$ cat config.mk
export PLATFORM = sky130hd
export DESIGN_NAME = alu_seq
export DESIGN_NICKNAME = d
export VERILOG_FILES = /design/src/rtl/alu_pkg.sv /design/src/rtl/alu_muldiv.sv /design/src/rtl/alu_seq.sv
export SDC_FILE = /design/constraint.sdc
export NUM_CORES = 1
export LEC_CHECK = 0
export CAP_MARGIN = 25
export CELL_PAD_IN_SITES_DETAIL_PLACEMENT = 0
export CELL_PAD_IN_SITES_GLOBAL_PLACEMENT = 1
export CORE_UTILIZATION = 35
export DETAILED_ROUTE_END_ITERATION = 8
export GPL_ROUTABILITY_DRIVEN = 0
export PLACE_DENSITY_LB_ADDON = 0.1
export SYNTH_ARGS = -nofsm -noshare
export SYNTH_HDL_FRONTEND = slang
export SYNTH_SLANG_ARGS = --single-unit
$ cat constraint.sdc
create_clock -name iClk -period 16.6 [get_ports iClk]
set_clock_uncertainty 0.1 [all_clocks]
set_input_delay 3.32 -clock iClk [delete_from_list [all_inputs] [get_ports iClk]]
set_output_delay 3.32 -clock iClk [all_outputs]
set_load 0.03 [all_outputs]
$ cat src/rtl/alu_pkg.sv
// Shared opcode constants, sequencer state type and opcode helper for the
// sequential ALU.
package alu_pkg;

    localparam logic [3:0] OP_ADD = 4'd0;
    localparam logic [3:0] OP_SUB = 4'd1;
    localparam logic [3:0] OP_OR  = 4'd2;
    localparam logic [3:0] OP_XOR = 4'd3;
    localparam logic [3:0] OP_AND = 4'd4;
    localparam logic [3:0] OP_MUL = 4'd5;
    localparam logic [3:0] OP_DIV = 4'd6;
    localparam logic [3:0] OP_SLL = 4'd7;
    localparam logic [3:0] OP_SRL = 4'd8;
    localparam logic [3:0] OP_SRA = 4'd9;

    typedef enum logic [1:0] {IDLE, ITER, FIX} state_t;

    function automatic logic is_muldiv(input logic [3:0] op);
        return (op == OP_MUL) || (op == OP_DIV);
    endfunction

endpackage

$ cat src/rtl/alu_muldiv.sv
// Bit-serial unsigned shift-add multiplier / restoring divider sharing one
// accumulator/shift-register pair; one bit per step, WIDTH steps.
module alu_muldiv #(
    parameter int WIDTH = 32
) (
    input  logic             clk,
    input  logic             rst,
    input  logic             load,
    input  logic             step,
    input  logic             is_div,
    input  logic [WIDTH-1:0] a_mag,
    input  logic [WIDTH-1:0] b_mag,
    output logic [WIDTH-1:0] res_hi,
    output logic [WIDTH-1:0] res_lo,
    output logic             last
);
    localparam int CW = $clog2(WIDTH);

    logic [WIDTH-1:0] hi, lo, opb;
    logic [CW-1:0]    cnt;
    logic [WIDTH-1:0] hi_n, lo_n;
    logic [WIDTH:0]   sum, shifted, trial;

    // MUL: hi:lo shifts right with the partial sum; DIV: hi is the partial
    // remainder and lo shifts the dividend out while quotient bits shift in.
    always_comb begin
        sum     = {1'b0, hi} + (lo[0] ? {1'b0, opb} : '0);
        shifted = {hi, lo[WIDTH-1]};
        trial   = shifted - {1'b0, opb};
        if (is_div) begin
            hi_n = trial[WIDTH] ? shifted[WIDTH-1:0] : trial[WIDTH-1:0];
            lo_n = {lo[WIDTH-2:0], ~trial[WIDTH]};
        end else begin
            hi_n = sum[WIDTH:1];
            lo_n = {sum[0], lo[WIDTH-1:1]};
        end
    end

    always_ff @(posedge clk) begin
        if (rst) begin
            hi  <= '0;
            lo  <= '0;
            opb <= '0;
            cnt <= '0;
        end else if (load) begin
            hi  <= '0;
            lo  <= a_mag;
            opb <= b_mag;
            cnt <= '0;
        end else if (step) begin
            hi  <= hi_n;
            lo  <= lo_n;
            cnt <= cnt + 1'b1;
        end
    end

    assign res_hi = hi;
    assign res_lo = lo;
    assign last   = (cnt == CW'(WIDTH - 1));

endmodule

$ cat src/rtl/alu_seq.sv
// Sequential ALU: single-cycle logic/arith/shift ops plus multi-cycle signed
// MUL/DIV driven through the alu_muldiv datapath.
module alu_seq #(
    parameter int WIDTH = 32,
    parameter int SHW   = $clog2(WIDTH)
) (
    input  logic             iClk,
    input  logic             iRst,
    input  logic             iStart,
    input  logic [3:0]       iCtrl,
    input  logic [WIDTH-1:0] iA,
    input  logic [WIDTH-1:0] iB,
    output logic             oBusy,
    output logic             oDone,
    output logic [WIDTH-1:0] oC_hi,
    output logic [WIDTH-1:0] oC_lo,
    output logic             oZero,
    output logic             oNeg,
    output logic             oOvf,
    output logic             oDivZero
);
    import alu_pkg::*;

    state_t           state;
    logic             op_div_r, res_neg_r, rem_neg_r, dz_r, ovf_r;
    logic [WIDTH-1:0] a_r;

    logic             b_zero, is_div_op, md_load, md_step, md_last;
    logic [WIDTH-1:0] a_mag, b_mag, md_hi, md_lo;
    logic [WIDTH-1:0] add_b, add_sum, s_lo;
    logic             add_ovf, s_ovf;
    logic [2*WIDTH-1:0] prod;
    logic [WIDTH-1:0] f_hi, f_lo;
    logic [WIDTH-1:0] min_val;

    assign min_val   = {1'b1, {(WIDTH-1){1'b0}}};
    assign b_zero    = (iB == '0);
    assign is_div_op = (iCtrl == OP_DIV);
    assign a_mag     = iA[WIDTH-1] ? -iA : iA;
    assign b_mag     = iB[WIDTH-1] ? -iB : iB;
    assign md_load   = (state == IDLE) && iStart && is_muldiv(iCtrl) && !(is_div_op && b_zero);
    assign md_step   = (state == ITER);

    alu_muldiv #(.WIDTH(WIDTH)) u_muldiv (
        .clk    (iClk),
        .rst    (iRst),
        .load   (md_load),
        .step   (md_step),
        .is_div (op_div_r),
        .a_mag  (a_mag),
        .b_mag  (b_mag),
        .res_hi (md_hi),
        .res_lo (md_lo),
        .last   (md_last)
    );

    always_comb begin
        add_b   = (iCtrl == OP_SUB) ? ~iB : iB;
        add_sum = iA + add_b + WIDTH'(iCtrl == OP_SUB);
        add_ovf = (iA[WIDTH-1] == add_b[WIDTH-1]) && (add_sum[WIDTH-1] != iA[WIDTH-1]);
        s_ovf   = 1'b0;
        case (iCtrl)
            OP_ADD, OP_SUB: begin
                s_lo  = add_sum;
                s_ovf = add_ovf;
            end
            OP_OR:   s_lo = iA | iB;
            OP_XOR:  s_lo = iA ^ iB;
            OP_AND:  s_lo = iA & iB;
            OP_SLL:  s_lo = iA << iB[SHW-1:0];
            OP_SRL:  s_lo = iA >> iB[SHW-1:0];
            OP_SRA:  s_lo = WIDTH'($signed(iA) >>> iB[SHW-1:0]);
            default: s_lo = '0;
        endcase
    end

    // Sign correction of the magnitude results, applied in FIX.
    always_comb begin
        prod = {md_hi, md_lo};
        if (dz_r) begin
            f_hi = '1;
            f_lo = a_r;
        end else if (op_div_r) begin
            f_hi = res_neg_r ? -md_lo : md_lo;
            f_lo = rem_neg_r ? -md_hi : md_hi;
        end else begin
            {f_hi, f_lo} = res_neg_r ? -prod : prod;
        end
    end

    always_ff @(posedge iClk) begin
        if (iRst) begin
            state     <= IDLE;
            oBusy     <= 1'b0;
            oDone     <= 1'b0;
            oC_hi     <= '0;
            oC_lo     <= '0;
            oZero     <= 1'b0;
            oNeg      <= 1'b0;
            oOvf      <= 1'b0;
            oDivZero  <= 1'b0;
            op_div_r  <= 1'b0;
            res_neg_r <= 1'b0;
            rem_neg_r <= 1'b0;
            dz_r      <= 1'b0;
            ovf_r     <= 1'b0;
            a_r       <= '0;
        end else begin
            oDone <= 1'b0;
            case (state)
                IDLE: begin
                    if (iStart) begin
                        if (is_muldiv(iCtrl)) begin
                            op_div_r  <= is_div_op;
                            res_neg_r <= iA[WIDTH-1] ^ iB[WIDTH-1];
                            rem_neg_r <= iA[WIDTH-1];
                            dz_r      <= is_div_op && b_zero;
                            ovf_r     <= is_div_op && (iA == min_val) && (iB == '1);
                            a_r       <= iA;
                            oBusy     <= 1'b1;
                            state     <= (is_div_op && b_zero) ? FIX : ITER;
                        end else begin
                            oC_hi    <= '0;
                            oC_lo    <= s_lo;
                            oZero    <= (s_lo == '0);
                            oNeg     <= s_lo[WIDTH-1];
                            oOvf     <= s_ovf;
                            oDivZero <= 1'b0;
                            oDone    <= 1'b1;
                        end
                    end
                end
                ITER: begin
                    if (md_last) state <= FIX;
                end
                FIX: begin
                    oC_hi    <= f_hi;
                    oC_lo    <= f_lo;
                    oZero    <= ({f_hi, f_lo} == '0);
                    oNeg     <= f_hi[WIDTH-1];
                    oOvf     <= ovf_r;
                    oDivZero <= dz_r;
                    oDone    <= 1'b1;
                    oBusy    <= 1'b0;
                    state    <= IDLE;
                end
                default: state <= IDLE;
            endcase
        end
    end

endmodule

### After elaboration in Yosys (flattened, before gate mapping)

Cells that the tools add are included.

| operators by class | value |
|---|---|
| $add $sub $neg | 10 |
| equal/unequal tests | 20 |
| shift-type cells | 3 |
| muxes and demuxes | 47 |
| bitwise gates (word level) | 6 |
| reductions and logical operators | 22 |

Operators with widths:

| operator | count |
|---|---|
| $mux W32 | 19 |
| $pmux W32 S7 | 1 |
| $neg A32 Y32 | 4 |
| $pmux W32 S2 | 2 |
| $eq A32 B32 Y1 const B | 2 |
| $logic_not A32 Y1 | 2 |
| $logic_not A64 Y1 | 1 |
| $mux W64 | 1 |
| $neg A64 Y64 | 1 |
| $add A32 B33 Y33 | 1 |
| $sub A33 B32 Y33 | 1 |
| $add A32 B1 Y32 | 1 |
| $add A32 B32 Y32 | 1 |
| $and A32 B32 Y32 | 1 |
| $not A32 Y32 | 1 |
| $or A32 B32 Y32 | 1 |
| $shl A32 B5 Y32 | 1 |
| $shr A32 B5 Y32 | 1 |
| $sshr A32 B5 Y32 | 1 |
| $xor A32 B32 Y32 | 1 |
| $eq A4 B3 Y1 const B | 4 |
| $mux W1 | 13 |
| $pmux W1 S2 | 6 |
| $reduce_and A3 Y1 | 4 |
| 22 further kinds | 37 |

| storage, ports and cells | value |
|---|---|
| flip-flop bits (word level) | 210 |
| input port bits | 71 |
| output and inout port bits | 70 |
| logic and storage cells | 127 |

### Logic depth before layout (Yosys ltp)

| logic depth | value |
|---|---|
| depth after elaboration | 10 |
| depth in mapped cells | 23 |
| depth with buffers taken out | 16 |

### Modules after synthesis

Synthesis repeated with hierarchy kept, for this count alone.

| second synthesis, totals | value |
|---|---|
| cell total of the unflattened synthesis | 3559 |
| area, all modules | 26422.8 µm² |

Modules (own cells, without submodules):

| module | times used | cells each | area each (µm²) | seq. area each (µm²) |
|---|---|---|---|---|
| alu_seq | 1 | 2445 | 17958.5 | 2162.1 |
| alu_muldiv | 1 | 1114 | 8464.4 | 2021.9 |

### Worst setup path after synthesis

No wires, ideal clock.

| timing path | value |
|---|---|
| kind | input-to-reg |
| start point | in iCtrl[1] |
| end point | reg oZero |
| library setup time | 0.096 ns |
| data arrival time | 8.934 ns |
| data required time | 16.404 ns |
| setup slack | 7.470 ns |
| stages | 23 |
| path buffers | 8 |
| cell sequence | clkbuf_1 clkbuf_1 nor3_1 clkbuf_1 clkbuf_1 clkbuf_1 and2_1 clkbuf_1 clkbuf_1 xnor2_1 ha_1 buf_2 a21oi_1 o21ai_0 a21oi_1 a31oi_1 xor2_1 a2111o_1 a2111oi_2 nand4_1 or4_1 or4_1 o41ai_2 |

| between the ends | value |
|---|---|
| cells in the longest elaborated chain, start to end | 9 |
| elaborated cells on any way between the ends | 22 |
| classes of those cells | add/sub: 2; eq/ne: 10; mux: 5; reduce/logical: 5 |

RTL lines:

| item | line | RTL |
|---|---|---|
| from (decl) | alu_seq.sv:10 | `input logic [3:0] iCtrl,` |
| $eq A4 B1 Y1 | alu_seq.sv:58, alu_seq.sv:59, alu_seq.sv:62 |  |
| $mux W32 | alu_seq.sv:58 | `add_b = (iCtrl == OP_SUB) ? ~iB : iB;` |
| $add A32 B32 Y32 | alu_seq.sv:59 | `add_sum = iA + add_b + WIDTH'(iCtrl == OP_SUB);` |
| $add A32 B1 Y32 | alu_seq.sv:59 |  |
| $pmux W32 S7 | alu_seq.sv:62 | `case (iCtrl)` |
| $logic_not A32 Y1 | alu_seq.sv:125 | `oZero <= (s_lo == '0);` |
| $mux W1 | alu_seq.sv:113 | `if (is_muldiv(iCtrl)) begin` |
| $mux W1 | alu_seq.sv:112 | `if (iStart) begin` |
| $pmux W1 S2 | alu_seq.sv:110 | `case (state)` |
| to (signal assigned) | alu_seq.sv:125 |  |
| to (signal assigned) | alu_seq.sv:139 | `oZero <= ({f_hi, f_lo} == '0);` |
| to (decl) | alu_seq.sv:17 | `output logic oZero,` |

Parallel ways exist; a longest one is shown, timed or not. The select of a mux whose other input is x is not followed.
A chain may end at the register's enable or synchronous reset.

### Worst setup path in the final report

| timing path | value |
|---|---|
| start point | in iCtrl[2] |
| end point | reg oZero |

Same word-level chain as after synthesis.

==> impl_results.html <==
<table>
<tr><th>Metric</th><th>Value</th></tr>
<tr><th colspan="2">Logic synthesis</th></tr>
<tr><td>Sequential-to-total area share from yosys stat</td><td>0.162</td></tr>
<tr><td>Net count after synthesis</td><td>between 3k and 4k</td></tr>
<tr><td>Fraction of post-synthesis cell area in the top cell type by area</td><td>0.162</td></tr>
<tr><td>Leading cell type by number of instances after synthesis</td><td>nand2_1</td></tr>
<tr><td>Post-synthesis cell area</td><td>approximately 26000 um^2</td></tr>
<tr><td>Number of unique standard cell types used by synthesis</td><td>100</td></tr>
<tr><td>Yosys reg bits</td><td>between 200 and 250</td></tr>
<tr><td>Post-synth ARST share</td><td>0</td></tr>
<tr><td>Yosys warns</td><td>0</td></tr>
<tr><td>EDFF count, synth</td><td>0</td></tr>
<tr><td>Synth area leader</td><td>dfxtp_1</td></tr>
<tr><td>Cell count after synthesis</td><td>3565</td></tr>
<tr><td>Prevailing post-synth register cell</td><td>dfxtp_1</td></tr>
<tr><td>Synth top cells by count</td><td>378 x nand2_1, 366 x nor2_1, 265 x a21oi_1, 257 x clkbuf_1, 209 x dfxtp_1</td></tr>
<tr><td>Dominant cells by area after synthesis</td><td>dfxtp_1 16%, ha_1 8.4%, nand2_1 5.5%</td></tr>
<tr><td>Average footprint of a synthesized cell</td><td>just over 7 um^2</td></tr>
<tr><th colspan="2">Timing</th></tr>
<tr><td>Setup TNS</td><td>0 ns</td></tr>
<tr><td>Achievable Freq</td><td>~100 MHz</td></tr>
<tr><td>Post-route clock period utilization</td><td>0.580</td></tr>
<tr><td>RSZ-0062 raised after global routing</td><td>no</td></tr>
<tr><td>Clock period minus worst slack</td><td>about 9.6 ns</td></tr>
<tr><td>Worst slew margin relative to its limit</td><td>0.159</td></tr>
<tr><td>Final-report setup violation count</td><td>0</td></tr>
<tr><td>Worst-Margin Slew</td><td>approximately 1.2 ns</td></tr>
<tr><td>Final Max Tran Viols</td><td>0</td></tr>
<tr><td>Hold violation total from the final report</td><td>0</td></tr>
<tr><th colspan="2">Drt</th></tr>
<tr><td>Via Count</td><td>29.7k</td></tr>
<tr><td>DRT iter0 DRCs</td><td>just under 4k</td></tr>
<tr><td>Per-cell via count in the routed design</td><td>around 6.6</td></tr>
<tr><td>Detailed Routing Iterations Pass 1</td><td>8</td></tr>
<tr><td>Total detailed-routing wirelength</td><td>roughly 140 mm</td></tr>
<tr><td>Count of nets left with antenna violations after detail routing</td><td>0</td></tr>
<tr><td>Routed length per instance</td><td>just over 30 um</td></tr>
<tr><td>Residual DRC count</td><td>0</td></tr>
<tr><th colspan="2">Worst setup path</th></tr>
<tr><td>Data arrival at the endpoint of the critical path</td><td>between 9 and 10 ns</td></tr>
<tr><td>Worst endpoint required time</td><td>~17 ns</td></tr>
<tr><td>Max FO, Critical Path</td><td>31</td></tr>
<tr><td>Nature of the critical path startpoint</td><td>input pin</td></tr>
<tr><td>Setup CP Type</td><td>in -&gt; reg</td></tr>
<tr><td>Worst-case register-to-register setup slack</td><td>~11 ns</td></tr>
<tr><td>CP Capture Type</td><td>flop</td></tr>
<tr><th colspan="2">Floorplanning</th></tr>
<tr><td># IOs</td><td>roughly 140</td></tr>
<tr><td>Die outline height</td><td>between 200 and 300 um</td></tr>
<tr><td>Placement row count</td><td>99</td></tr>
<tr><td>Die area</td><td>roughly 75000 um^2</td></tr>
<tr><td>Die width</td><td>between 200 and 300 um</td></tr>
<tr><td>Core Region</td><td>73000 um^2</td></tr>
<tr><td>Initial core utilization</td><td>0.354</td></tr>
<tr><th colspan="2">Clocking</th></tr>
<tr><td>Inserted Clock Buffers</td><td>27</td></tr>
<tr><td>Root buf cell</td><td>clkbuf_16</td></tr>
<tr><td>Max clock buf depth</td><td>3</td></tr>
<tr><td>TritonCTS clock tree</td><td>built</td></tr>
<tr><td>Sink count of the clock tree</td><td>209</td></tr>
<tr><td>Count of hold-fix buffers inserted at cts</td><td>0</td></tr>
<tr><td>Deepest level of the CTS H-tree</td><td>1</td></tr>
<tr><td>Count of buffers added by post-CTS timing repair for setup</td><td>0</td></tr>
<tr><td>Clk_lat worst skew</td><td>0.60 ns</td></tr>
<tr><td>Post-cts sizing count</td><td>0</td></tr>
<tr><td>Clock Pin Slew Worst Setup and Hold Paths</td><td>approximately 0.060 ns</td></tr>
<tr><th colspan="2">Place</th></tr>
<tr><td>Number of buffers inserted by port buffering</td><td>140</td></tr>
<tr><td>Placed cell area</td><td>around 28000 um^2</td></tr>
<tr><td>Half-perimeter wire length after detailed placement</td><td>101 mm</td></tr>
<tr><th colspan="2">Finish</th></tr>
<tr><td>Share of final-layout standard cells stronger than drive strength 1</td><td>0.0832</td></tr>
<tr><td>Total of fill cells in the finished design</td><td>between 7k and 8k</td></tr>
<tr><td>Net total in the final layout</td><td>between 3k and 4k</td></tr>
<tr><td>Diodes inserted</td><td>0</td></tr>
<tr><td>Final design area excluding fillers</td><td>about 29000 um^2</td></tr>
<tr><td>Synthesis-to-layout area growth</td><td>11.8%</td></tr>
<tr><th colspan="2">Hold path</th></tr>
<tr><td>Classification of the worst-slack hold path</td><td>reg -&gt; reg</td></tr>
<tr><th colspan="2">GRT</th></tr>
<tr><td>Total global routing overflow</td><td>0</td></tr>
<tr><td>GRT Util Overall</td><td>0.358</td></tr>
<tr><td>Pin count of the biggest net entering global routing</td><td>between 70 and 80</td></tr>
<tr><td>Number of antenna violations at the first check in global routing</td><td>6</td></tr>
<tr><td>Vias in the first global route</td><td>between 20k and 30k</td></tr>
<tr><td>First-pass GRT wire length</td><td>198 mm</td></tr>
<tr><th colspan="2">Power</th></tr>
<tr><td>Peak supply drop</td><td>0.0000904 V</td></tr>
<tr><td>Power per unit of standard cell area</td><td>66.1 nW/um^2</td></tr>
<tr><td>Lkg Pwr</td><td>around 0.011 uW</td></tr>
<tr><th colspan="2">Outcome</th></tr>
<tr><td>Outcome</td><td>finished, final reports clean</td></tr>
<tr><th colspan="2">Run</th></tr>
<tr><td>Max-cap violations</td><td>0</td></tr>
</table>
critical path, cell delays in order:
cell             delay (ns)
clkdlybuf4s50_1        0.84
nor3_2                 0.32
buf_4                  0.39
and2_2                 0.87
xnor2_1                0.23
inv_1                  0.09
fa_1                   0.44
nand3b_1               0.23
a211oi_1               0.37
nor2_1                 0.16
o31ai_1                0.61
o21ai_0                0.31
a311oi_1               0.34
o21ai_1                0.13
or4_1                  0.57
or4_1                  0.53
o41ai_2                0.19
layout make-up:
type	count	area [um^2]	share of cell area
repair buffers	243	2190	0.0759
inverters	124	465	0.0161
well taps	959	1200	0.0416
flip-flops and latches	209	4190	0.145
clock inverters	15	156	0.00542
multi-input cells	2908	19900	0.690
clock buffers	34	752	0.0261
registers in the layout, indices dropped and copies added, names as in the netlist, 2 cells and up:
signal	flops
a_r	31
oC_hi	32
oC_lo	32
state	2
u_muldiv.cnt	5
u_muldiv.opb	32
u_muldiv.res_hi	32
u_muldiv.res_lo	32
placed cells by master, fill, tap and decap left out, types with 33 or more instances in the layout:
cell             Yosys  layout
o31ai_1             49      49
nand2_1            378     377
or3_1               33      33
nor2_1             366     363
a21o_1              37      37
mux2i_1            135     135
nor4_1              40      40
nor3_1              75      74
nand4_1             57      57
xnor2_1            159     158
a22oi_1             53      53
xor2_1              62      62
nand2b_1            53      53
clkdlybuf4s50_1      0     133
o211ai_1            47      47
a211oi_1           117     117
a21oi_1            265     265
inv_1              120     120
o21ai_0            173     173
buf_4                5      97
ha_1               173     173
nand3_1             70      69
dfxtp_1            209     206
o22ai_1             36      36
per-stage QoR:
step	instances	total power, uW	setup WS (ns)	hold WS (ns)	util
floorplan	3565	1010	7.47	0.331	-
global placement	4436	1260	6.70	0.338	0.382
detailed placement	4439	1270	6.56	0.343	0.382
CTS	4488	1880	7.14	0.351	0.395
global route	4492	1970	6.65	0.368	0.395
finish	4492	1910	6.98	0.352	0.395
final timing paths:
path / startpoint / end / cells past startpoint
min reg2reg: a_r[29] / a_r[29] / 2
max reg2reg: u_muldiv.res_hi[0] / oZero / 13
min: a_r[29] / a_r[29] / 2
max: iCtrl[2] / oZero / 17
report_power, final:
part | internal, uW | leakage (uW) | switching [uW]
Clock | 354 | 0.000445 | 261
Combinational | 253 | 0.00876 | 502
Sequential | 516 | 0.00169 | 20.6
Total | 1120 | 0.0109 | 784
cell families after synthesis:
family / share of synthesized area
muxes: 0.0954
buffers and inverters: 0.0695
DFF: 0.162
AOI/OAI and AO/OA: 0.288
adders and majority gates: 0.0862
and+or+nand+nor: 0.223
xor gates and xnor gates: 0.0750
routing by layer:
layer  vias up  routed length [um]  track usage
met5         -                  29            0
met3       458               12300       0.0618
met4         4               10700        0.239
li1      13100                   -            -
met1     14300               55600        0.461
met2      1830               59700        0.547
(Power assumes the default switching activity.)
